[src/rtl/fetch_pc_unit_if.sv]
// Instruction-bus and decode-delivery signals of the fetch PC unit.
// master = fetch unit side, slave = memory/decode side.
interface fetch_pc_unit_if #(
  parameter int ADDR_W      = 32,
  parameter int FETCH_BYTES = 4
);
  logic                     inst_req_o;
  logic [ADDR_W-1:0]        inst_addr_o;
  logic                     inst_addr_ok_i;
  logic                     inst_data_ok_i;
  logic [FETCH_BYTES*8-1:0] inst_rdata_i;
  logic                     out_valid_o;
  logic                     out_ready_i;
  logic [ADDR_W-1:0]        out_pc_o;
  logic [FETCH_BYTES*8-1:0] out_inst_o;
  logic                     out_adel_o;

  modport master (
    output inst_req_o, inst_addr_o,
    input  inst_addr_ok_i, inst_data_ok_i, inst_rdata_i,
    output out_valid_o, out_pc_o, out_inst_o, out_adel_o,
    input  out_ready_i
  );

  modport slave (
    input  inst_req_o, inst_addr_o,
    output inst_addr_ok_i, inst_data_ok_i, inst_rdata_i,
    input  out_valid_o, out_pc_o, out_inst_o, out_adel_o,
    output out_ready_i
  );
endinterface

[src/rtl/fetch_pc_unit.sv]
// Fetch PC generator with an in-order queue of outstanding fetches; stale responses are dropped.
// Optional FETCH_DISCARD_CNT_EN adds discard_cnt_o counting killed entries popped.
module fetch_pc_unit #(
  parameter int                ADDR_W          = 32,
  parameter logic [ADDR_W-1:0] RESET_VECTOR    = ADDR_W'(32'hbfc0_0000),
  parameter int                FETCH_BYTES     = 4,
  parameter int                MAX_OUTSTANDING = 2
) (
  input  logic               clk,
  input  logic               rst,
  input  logic               exception,
  input  logic [ADDR_W-1:0]  exception_pc_i,
  input  logic               branch_enable_i,
  input  logic [ADDR_W-1:0]  branch_addr_i,
  output logic [ADDR_W-1:0]  pc_o,
`ifdef FETCH_DISCARD_CNT_EN
  output logic [31:0]        discard_cnt_o,
`endif
  fetch_pc_unit_if.master    bus
);

  localparam int PTR_W  = $clog2(MAX_OUTSTANDING);
  localparam int CNT_W  = PTR_W + 1;
  localparam int DATA_W = FETCH_BYTES * 8;
  localparam logic [CNT_W-1:0] DEPTH = CNT_W'(MAX_OUTSTANDING);

  logic [ADDR_W-1:0]          ent_pc_q   [MAX_OUTSTANDING];
  logic [DATA_W-1:0]          ent_inst_q [MAX_OUTSTANDING];
  logic [MAX_OUTSTANDING-1:0] ent_filled_q;
  logic [MAX_OUTSTANDING-1:0] ent_kill_q;
  logic [MAX_OUTSTANDING-1:0] ent_adel_q;
  logic [PTR_W-1:0]           head_q;
  logic [PTR_W-1:0]           tail_q;
  logic [CNT_W-1:0]           count_q;
  logic [ADDR_W-1:0]          pc_q;
  logic                       misal_done_q;
`ifdef FETCH_DISCARD_CNT_EN
  logic [31:0]                discard_cnt_q;
`endif

  logic              redirect;
  logic [ADDR_W-1:0] target;
  logic              misaligned;
  logic              full;
  logic              req;
  logic              handshake;
  logic              mis_alloc;
  logic              alloc;
  logic              head_live;
  logic              head_filled;
  logic              head_kill;
  logic              out_valid;
  logic              pop;
  logic              fill_hit;
  logic [PTR_W-1:0]  fill_idx;
  logic [PTR_W-1:0]  idx_k;
  logic              fill;

  assign redirect    = exception | branch_enable_i;
  assign target      = exception ? exception_pc_i : branch_addr_i;
  assign misaligned  = pc_q[1:0] != 2'b00;
  assign full        = count_q == DEPTH;
  // Gated by rst so the request drops the instant reset asserts.
  assign req         = rst & ~misaligned & ~full;
  assign handshake   = req & bus.inst_addr_ok_i;
  assign mis_alloc   = misaligned & ~full & ~misal_done_q;
  assign alloc       = handshake | mis_alloc;
  assign head_live   = count_q != '0;
  assign head_filled = ent_filled_q[head_q];
  assign head_kill   = ent_kill_q[head_q];
  assign out_valid   = head_live & head_filled & ~head_kill & ~redirect;
  assign pop         = head_live & head_filled & (head_kill | (out_valid & bus.out_ready_i));

  // Misaligned entries are born filled, so the oldest unfilled entry need not sit at head.
  always_comb begin
    fill_hit = 1'b0;
    fill_idx = '0;
    idx_k    = '0;
    for (int unsigned k = 0; k < MAX_OUTSTANDING; k++) begin
      idx_k = head_q + PTR_W'(k);
      if (!fill_hit && (CNT_W'(k) < count_q) && !ent_filled_q[idx_k]) begin
        fill_hit = 1'b1;
        fill_idx = idx_k;
      end
    end
  end

  assign fill = bus.inst_data_ok_i & fill_hit;

  always_ff @(posedge clk or negedge rst) begin
    if (!rst) begin
      for (int unsigned i = 0; i < MAX_OUTSTANDING; i++) begin
        ent_pc_q[i]   <= '0;
        ent_inst_q[i] <= '0;
      end
      ent_filled_q  <= '0;
      ent_kill_q    <= '0;
      ent_adel_q    <= '0;
      head_q        <= '0;
      tail_q        <= '0;
      count_q       <= '0;
      pc_q          <= RESET_VECTOR;
      misal_done_q  <= 1'b0;
`ifdef FETCH_DISCARD_CNT_EN
      discard_cnt_q <= '0;
`endif
    end else begin
      if (redirect) pc_q <= target;
      else if (handshake) pc_q <= pc_q + ADDR_W'(FETCH_BYTES);

      if (redirect) misal_done_q <= 1'b0;
      else if (mis_alloc) misal_done_q <= 1'b1;

      if (fill) begin
        ent_inst_q[fill_idx]   <= bus.inst_rdata_i;
        ent_filled_q[fill_idx] <= 1'b1;
      end

      // Dead slots get kill too; allocation rewrites kill, so only live entries matter.
      if (redirect) ent_kill_q <= '1;

      if (alloc) begin
        ent_pc_q[tail_q]     <= pc_q;
        ent_inst_q[tail_q]   <= '0;
        ent_filled_q[tail_q] <= mis_alloc;
        ent_adel_q[tail_q]   <= mis_alloc;
        ent_kill_q[tail_q]   <= redirect;
      end

      tail_q  <= tail_q + PTR_W'(alloc);
      head_q  <= head_q + PTR_W'(pop);
      count_q <= count_q + CNT_W'(alloc) - CNT_W'(pop);
`ifdef FETCH_DISCARD_CNT_EN
      if (pop && head_kill) discard_cnt_q <= discard_cnt_q + 32'd1;
`endif
    end
  end

  assign pc_o            = pc_q;
  assign bus.inst_req_o  = req;
  assign bus.inst_addr_o = pc_q;
  assign bus.out_valid_o = out_valid;
  assign bus.out_pc_o    = ent_pc_q[head_q];
  assign bus.out_inst_o  = ent_inst_q[head_q];
  assign bus.out_adel_o  = ent_adel_q[head_q];
`ifdef FETCH_DISCARD_CNT_EN
  assign discard_cnt_o   = discard_cnt_q;
`endif

endmodule

[src/flat_wrapper.sv]
// flat-port wrapper written by rule: the top's interface ports become plain ports
module fetch_pc_unit_flat 
#(
  parameter int                ADDR_W          = 32,
  parameter logic [ADDR_W-1:0] RESET_VECTOR    = ADDR_W'(32'hbfc0_0000),
  parameter int                FETCH_BYTES     = 4,
  parameter int                MAX_OUTSTANDING = 2
)
  (clk, rst, exception, exception_pc_i, branch_enable_i, branch_addr_i, pc_o, bus_inst_req_o, bus_inst_addr_o, bus_inst_addr_ok_i, bus_inst_data_ok_i, bus_inst_rdata_i, bus_out_valid_o, bus_out_pc_o, bus_out_inst_o, bus_out_adel_o, bus_out_ready_i);
  fetch_pc_unit_if #(.ADDR_W(ADDR_W), .FETCH_BYTES(FETCH_BYTES)) bus_i ();
  input  logic clk;
  input  logic rst;
  input  logic exception;
  input  logic [ADDR_W-1:0] exception_pc_i;
  input  logic branch_enable_i;
  input  logic [ADDR_W-1:0] branch_addr_i;
  output logic [ADDR_W-1:0] pc_o;
  output wire logic [$bits(bus_i.inst_req_o)-1:0] bus_inst_req_o;
  output wire logic [$bits(bus_i.inst_addr_o)-1:0] bus_inst_addr_o;
  input wire logic [$bits(bus_i.inst_addr_ok_i)-1:0] bus_inst_addr_ok_i;
  input wire logic [$bits(bus_i.inst_data_ok_i)-1:0] bus_inst_data_ok_i;
  input wire logic [$bits(bus_i.inst_rdata_i)-1:0] bus_inst_rdata_i;
  output wire logic [$bits(bus_i.out_valid_o)-1:0] bus_out_valid_o;
  output wire logic [$bits(bus_i.out_pc_o)-1:0] bus_out_pc_o;
  output wire logic [$bits(bus_i.out_inst_o)-1:0] bus_out_inst_o;
  output wire logic [$bits(bus_i.out_adel_o)-1:0] bus_out_adel_o;
  input wire logic [$bits(bus_i.out_ready_i)-1:0] bus_out_ready_i;
  assign bus_inst_req_o = bus_i.inst_req_o;
  assign bus_inst_addr_o = bus_i.inst_addr_o;
  assign bus_i.inst_addr_ok_i = bus_inst_addr_ok_i;
  assign bus_i.inst_data_ok_i = bus_inst_data_ok_i;
  assign bus_i.inst_rdata_i = bus_inst_rdata_i;
  assign bus_out_valid_o = bus_i.out_valid_o;
  assign bus_out_pc_o = bus_i.out_pc_o;
  assign bus_out_inst_o = bus_i.out_inst_o;
  assign bus_out_adel_o = bus_i.out_adel_o;
  assign bus_i.out_ready_i = bus_out_ready_i;
  fetch_pc_unit #(.ADDR_W(ADDR_W), .RESET_VECTOR(RESET_VECTOR), .FETCH_BYTES(FETCH_BYTES), .MAX_OUTSTANDING(MAX_OUTSTANDING)) u_core (.clk(clk), .rst(rst), .exception(exception), .exception_pc_i(exception_pc_i), .branch_enable_i(branch_enable_i), .branch_addr_i(branch_addr_i), .pc_o(pc_o), .bus(bus_i));
endmodule
[config.mk]
export PLATFORM = sky130hd
export DESIGN_NAME = fetch_pc_unit_flat
export DESIGN_NICKNAME = d
export VERILOG_FILES = /design/src/rtl/fetch_pc_unit_if.sv /design/src/rtl/fetch_pc_unit.sv /design/src/flat_wrapper.sv
export SDC_FILE = /design/constraint.sdc
export NUM_CORES = 1
export LEC_CHECK = 0
export BUFFER_PORTS_ARGS = -buffer_cell sky130_fd_sc_hd__buf_2
export CORE_MARGIN = 8
export CORE_UTILIZATION = 50
export DETAILED_ROUTE_END_ITERATION = 8
export PLACE_DENSITY = 0.77
export SYNTH_ARGS = -nofsm -noshare
export SYNTH_HDL_FRONTEND = slang
export SYNTH_SLANG_ARGS = --single-unit
[constraint.sdc]
create_clock -name clk -period 3.1 [get_ports clk]
set_input_delay 0.31 -clock clk [delete_from_list [all_inputs] [get_ports clk]]
set_output_delay 0.31 -clock clk [all_outputs]
set_load 0.03 [all_outputs]
==> results.json <==
{
  "status": "completed",
  "cp-end-kind": "primary output",
  "post_cts_hold_buffer_count": 0,
  "seqPwrFrac": 0.352,
  "clkSinkCount": 171,
  "wl_per_cell_um": 19.0,
  "synth-async-reset-ratio": 1.00,
  "post-route-min-period_ns": 2.39,
  "synth_largest_area_cell": "dfrtp_1",
  "avgSynthCellArea_sq_um": 10.6,
  "tightest_slew_ns": 0.925,
  "die_y_um": 147,
  "drc": 0,
  "clockRootBuffer": "clkbuf_16",
  "hold_class": "primary input to asynchronous set/reset pin",
  "ys_top_cells_by_count": "dfrtp_1, nand2_1, mux2_2, a21oi_1, buf_4",
  "grt_pass1_wl_um": 37400,
  "gr-total-overflow": 0,
  "synth_warnings": 0,
  "synth_cell_types": 48,
  "numPortBuffers": 233,
  "p_per_area_nw_per_um2": 1010,
  "cts_buffer_depth": 2,
  "cts_resized": 0,
  "r2r_cells": 8,
  "core_area_sq_um": 17100,
  "numCtsBuffers": 17,
  "synth_top_area_frac": 0.470,
  "start_util": 0.506,
  "synth_nets": 925,
  "hpwl_um": 16600,
  "setup_slack_ns": 0.715,
  "maxCapViolations": 0,
  "n_fill_cell": 1409,
  "cp-start-kind": "register",
  "worstSetupPathType": "register to primary output",
  "vias_per_cell": 5.45,
  "grt_max_degree": 76,
  "worstReg2RegStart": "u_core.bus.inst_addr_o[1]$_DFFE_PN0P_",
  "post-place-ws_ns": 0.806,
  "worst_clock_skew_ns": 0.00992,
  "firstDrtPassIters": 7,
  "finalCritPeriodShare": 0.769,
  "grt_use_total": 0.215,
  "dp_cells": 1212,
  "detail_route.iter0.violations": 446,
  "placed_cell_area_sq_um": 9750,
  "combPwrFrac": 0.449,
  "ys_top_cells_by_area": "dfrtp_1, mux2_2, nand2_1",
  "clockPowerShare": 0.199,
  "switching_share": 0.411,
  "grt_setup_unrepaired": "no",
  "fin_nets": 1114,
  "area_delta_synth_final_pct": 19.7,
  "fin_area_sq_um": 10300,
  "fin_cells": 1245,
  "hold_viol_final": 0,
  "antenna_found_initial": 1,
  "rr_endpoint": "u_core.ent_pc_q[43]$_DFFE_PN0P_",
  "postCtsSetupBuffers": 0,
  "holdWs_ns": 0.0207,
  "cts_tree": "yes",
  "critPathMaxFanout": 42,
  "final_util": 0.606,
  "ant_nets": 0,
  "grt_pass1_vias": 6892,
  "finalPower_mw": 10.4,
  "fp.dieArea_sq_um": 21700,
  "tns_ns": 0,
  "clock_latency_ns": 0.42,
  "cp_data_arrival_time_ns": 2.08,
  "seq_area_frac_synth": 0.497,
  "fmax_mhz": 419,
  "rows": 48,
  "vias": 6789,
  "layout-drive-gt1-share": 0.438,
  "clkTransAtPathRegs_ns": 0.06,
  "synth_seq_cells": 171,
  "p_switching_mw": 4.29,
  "die_width_um": 147,
  "syn_inst": 817,
  "wl_um": 23600,
  "synth-edff-count": 0,
  "htreeDepth": 4,
  "r2r_setup_slack_ns": 0.77,
  "ir_worst_vdd_mv": 0.624,
  "slew_headroom": 0.383,
  "setup_viol": 0,
  "cp.required_ns": 2.79,
  "report.final.slew_viol_count": 0,
  "p_int_mw": 6.15,
  "io_pins": 234,
  "synth_area_sq_um": 8630,
  "synth-main-ff-cell": "dfrtp_1",
  "gp_congestion": 0.847,
  "p_leak_nw": 4.76,
  "yosysMostFrequentCell": "dfrtp_1"
}
cells in the final DEF, fill, tap and decap left out, drive strengths merged, types with 12 or more instances in the layout:
cell	netlist	final
a21oi	80	80
clkbuf	35	20
xnor2	17	17
inv	13	15
nor2	15	15
buf	48	253
mux2	132	132
a211oi	14	14
nand2	154	154
dfrtp	162	162
o21ai	17	17
nor2b	12	12
worst max path at each step:
stage | startpoint | endpoint | cells after the start
4_1_cts | u_core.head_q$_DFF_PN0_ | bus_out_pc_o[25] | 3
6_report | u_core.head_q$_DFF_PN0_ | bus_out_pc_o[25] | 3
5_1_grt | u_core.bus.inst_addr_o[1]$_DFFE_PN0P_ | u_core.ent_pc_q[43]$_DFFE_PN0P_ | 8
3_5_place_dp | u_core.bus.inst_addr_o[1]$_DFFE_PN0P_ | u_core.ent_pc_q[43]$_DFFE_PN0P_ | 8
3_3_place_gp | u_core.bus.inst_addr_o[1]$_DFFE_PN0P_ | u_core.ent_pc_q[32]$_DFFE_PN0P_ | 8
2_1_floorplan | u_core.bus.inst_addr_o[1]$_DFFE_PN0P_ | u_core.ent_pc_q[10]$_DFFE_PN0P_ | 9
critical path, cell delays in order (launching register included):
cell and delay (ns):
dfrtp_4 0.71, buf_12 0.32, mux2_2 0.42, buf_2 0.19
power by group through the flow:
stage	clock, mW	combinational [mW]	sequential (mW)
6_report	2.08	4.69	3.68
3_3_place_gp	0	4.64	3.66
2_1_floorplan	0	3.54	3.53
5_1_grt	2.22	5.02	3.80
4_1_cts	2.11	4.75	3.68
3_5_place_dp	0	4.73	3.71
state kept, by name (all words and copies together) (netlist names):
name and count:
u_core.ent_inst_q 64, u_core.tail_q 1, u_core.ent_pc_q 64, u_core.ent_filled_q 2, u_core.ent_kill_q 2, u_core.head_q 1, u_core.count_q 2, u_core.ent_adel_q 2
u_core.misal_done_q 1, u_core.bus.inst_addr_o 32
area by class of cell:
| class | count | area (sq um) | share of cell area |
|---|---|---|---|
| Inverter | 13 | 48.8 | 0.00472 |
| Multi-Input combinational cell | 550 | 3790 | 0.367 |
| Clock inverter | 12 | 115 | 0.0111 |
| Clock buffer | 20 | 467 | 0.0452 |
| Sequential cell | 171 | 4290 | 0.416 |
| Tap cell | 225 | 282 | 0.0273 |
| Antenna cell | 1 | 2.50 | 0.000242 |
| Timing Repair Buffer | 253 | 1340 | 0.129 |
routing by layer:
layer / routed length (um) / GRT usage / part of all wire / vias up
li1: - / - / - / 3186
met2: 11500 / 0.348 / 0.49 / 251
met4: 464 / 0.0745 / 0.020 / 0
met5: 0 / 0 / 0 / -
met3: 1570 / 0.0547 / 0.066 / 29
met1: 10100 / 0.276 / 0.43 / 3323
cell families (layout without fill, tap and decap cells):
family / count (synthesis) / in the layout / share of synthesized area
xor gates and xnor gates: 22 / 22 / 0.0223
AOI/OAI and AO/OA: 137 / 137 / 0.0895
buffers and inverters: 96 / 298 / 0.0661
and+or+nand+nor: 244 / 244 / 0.134
other: 0 / 1 / 0
DFF: 171 / 171 / 0.497
muxes: 142 / 142 / 0.184
adders and majority gates: 5 / 5 / 0.00725
Power figures use the tool's default switching activity.
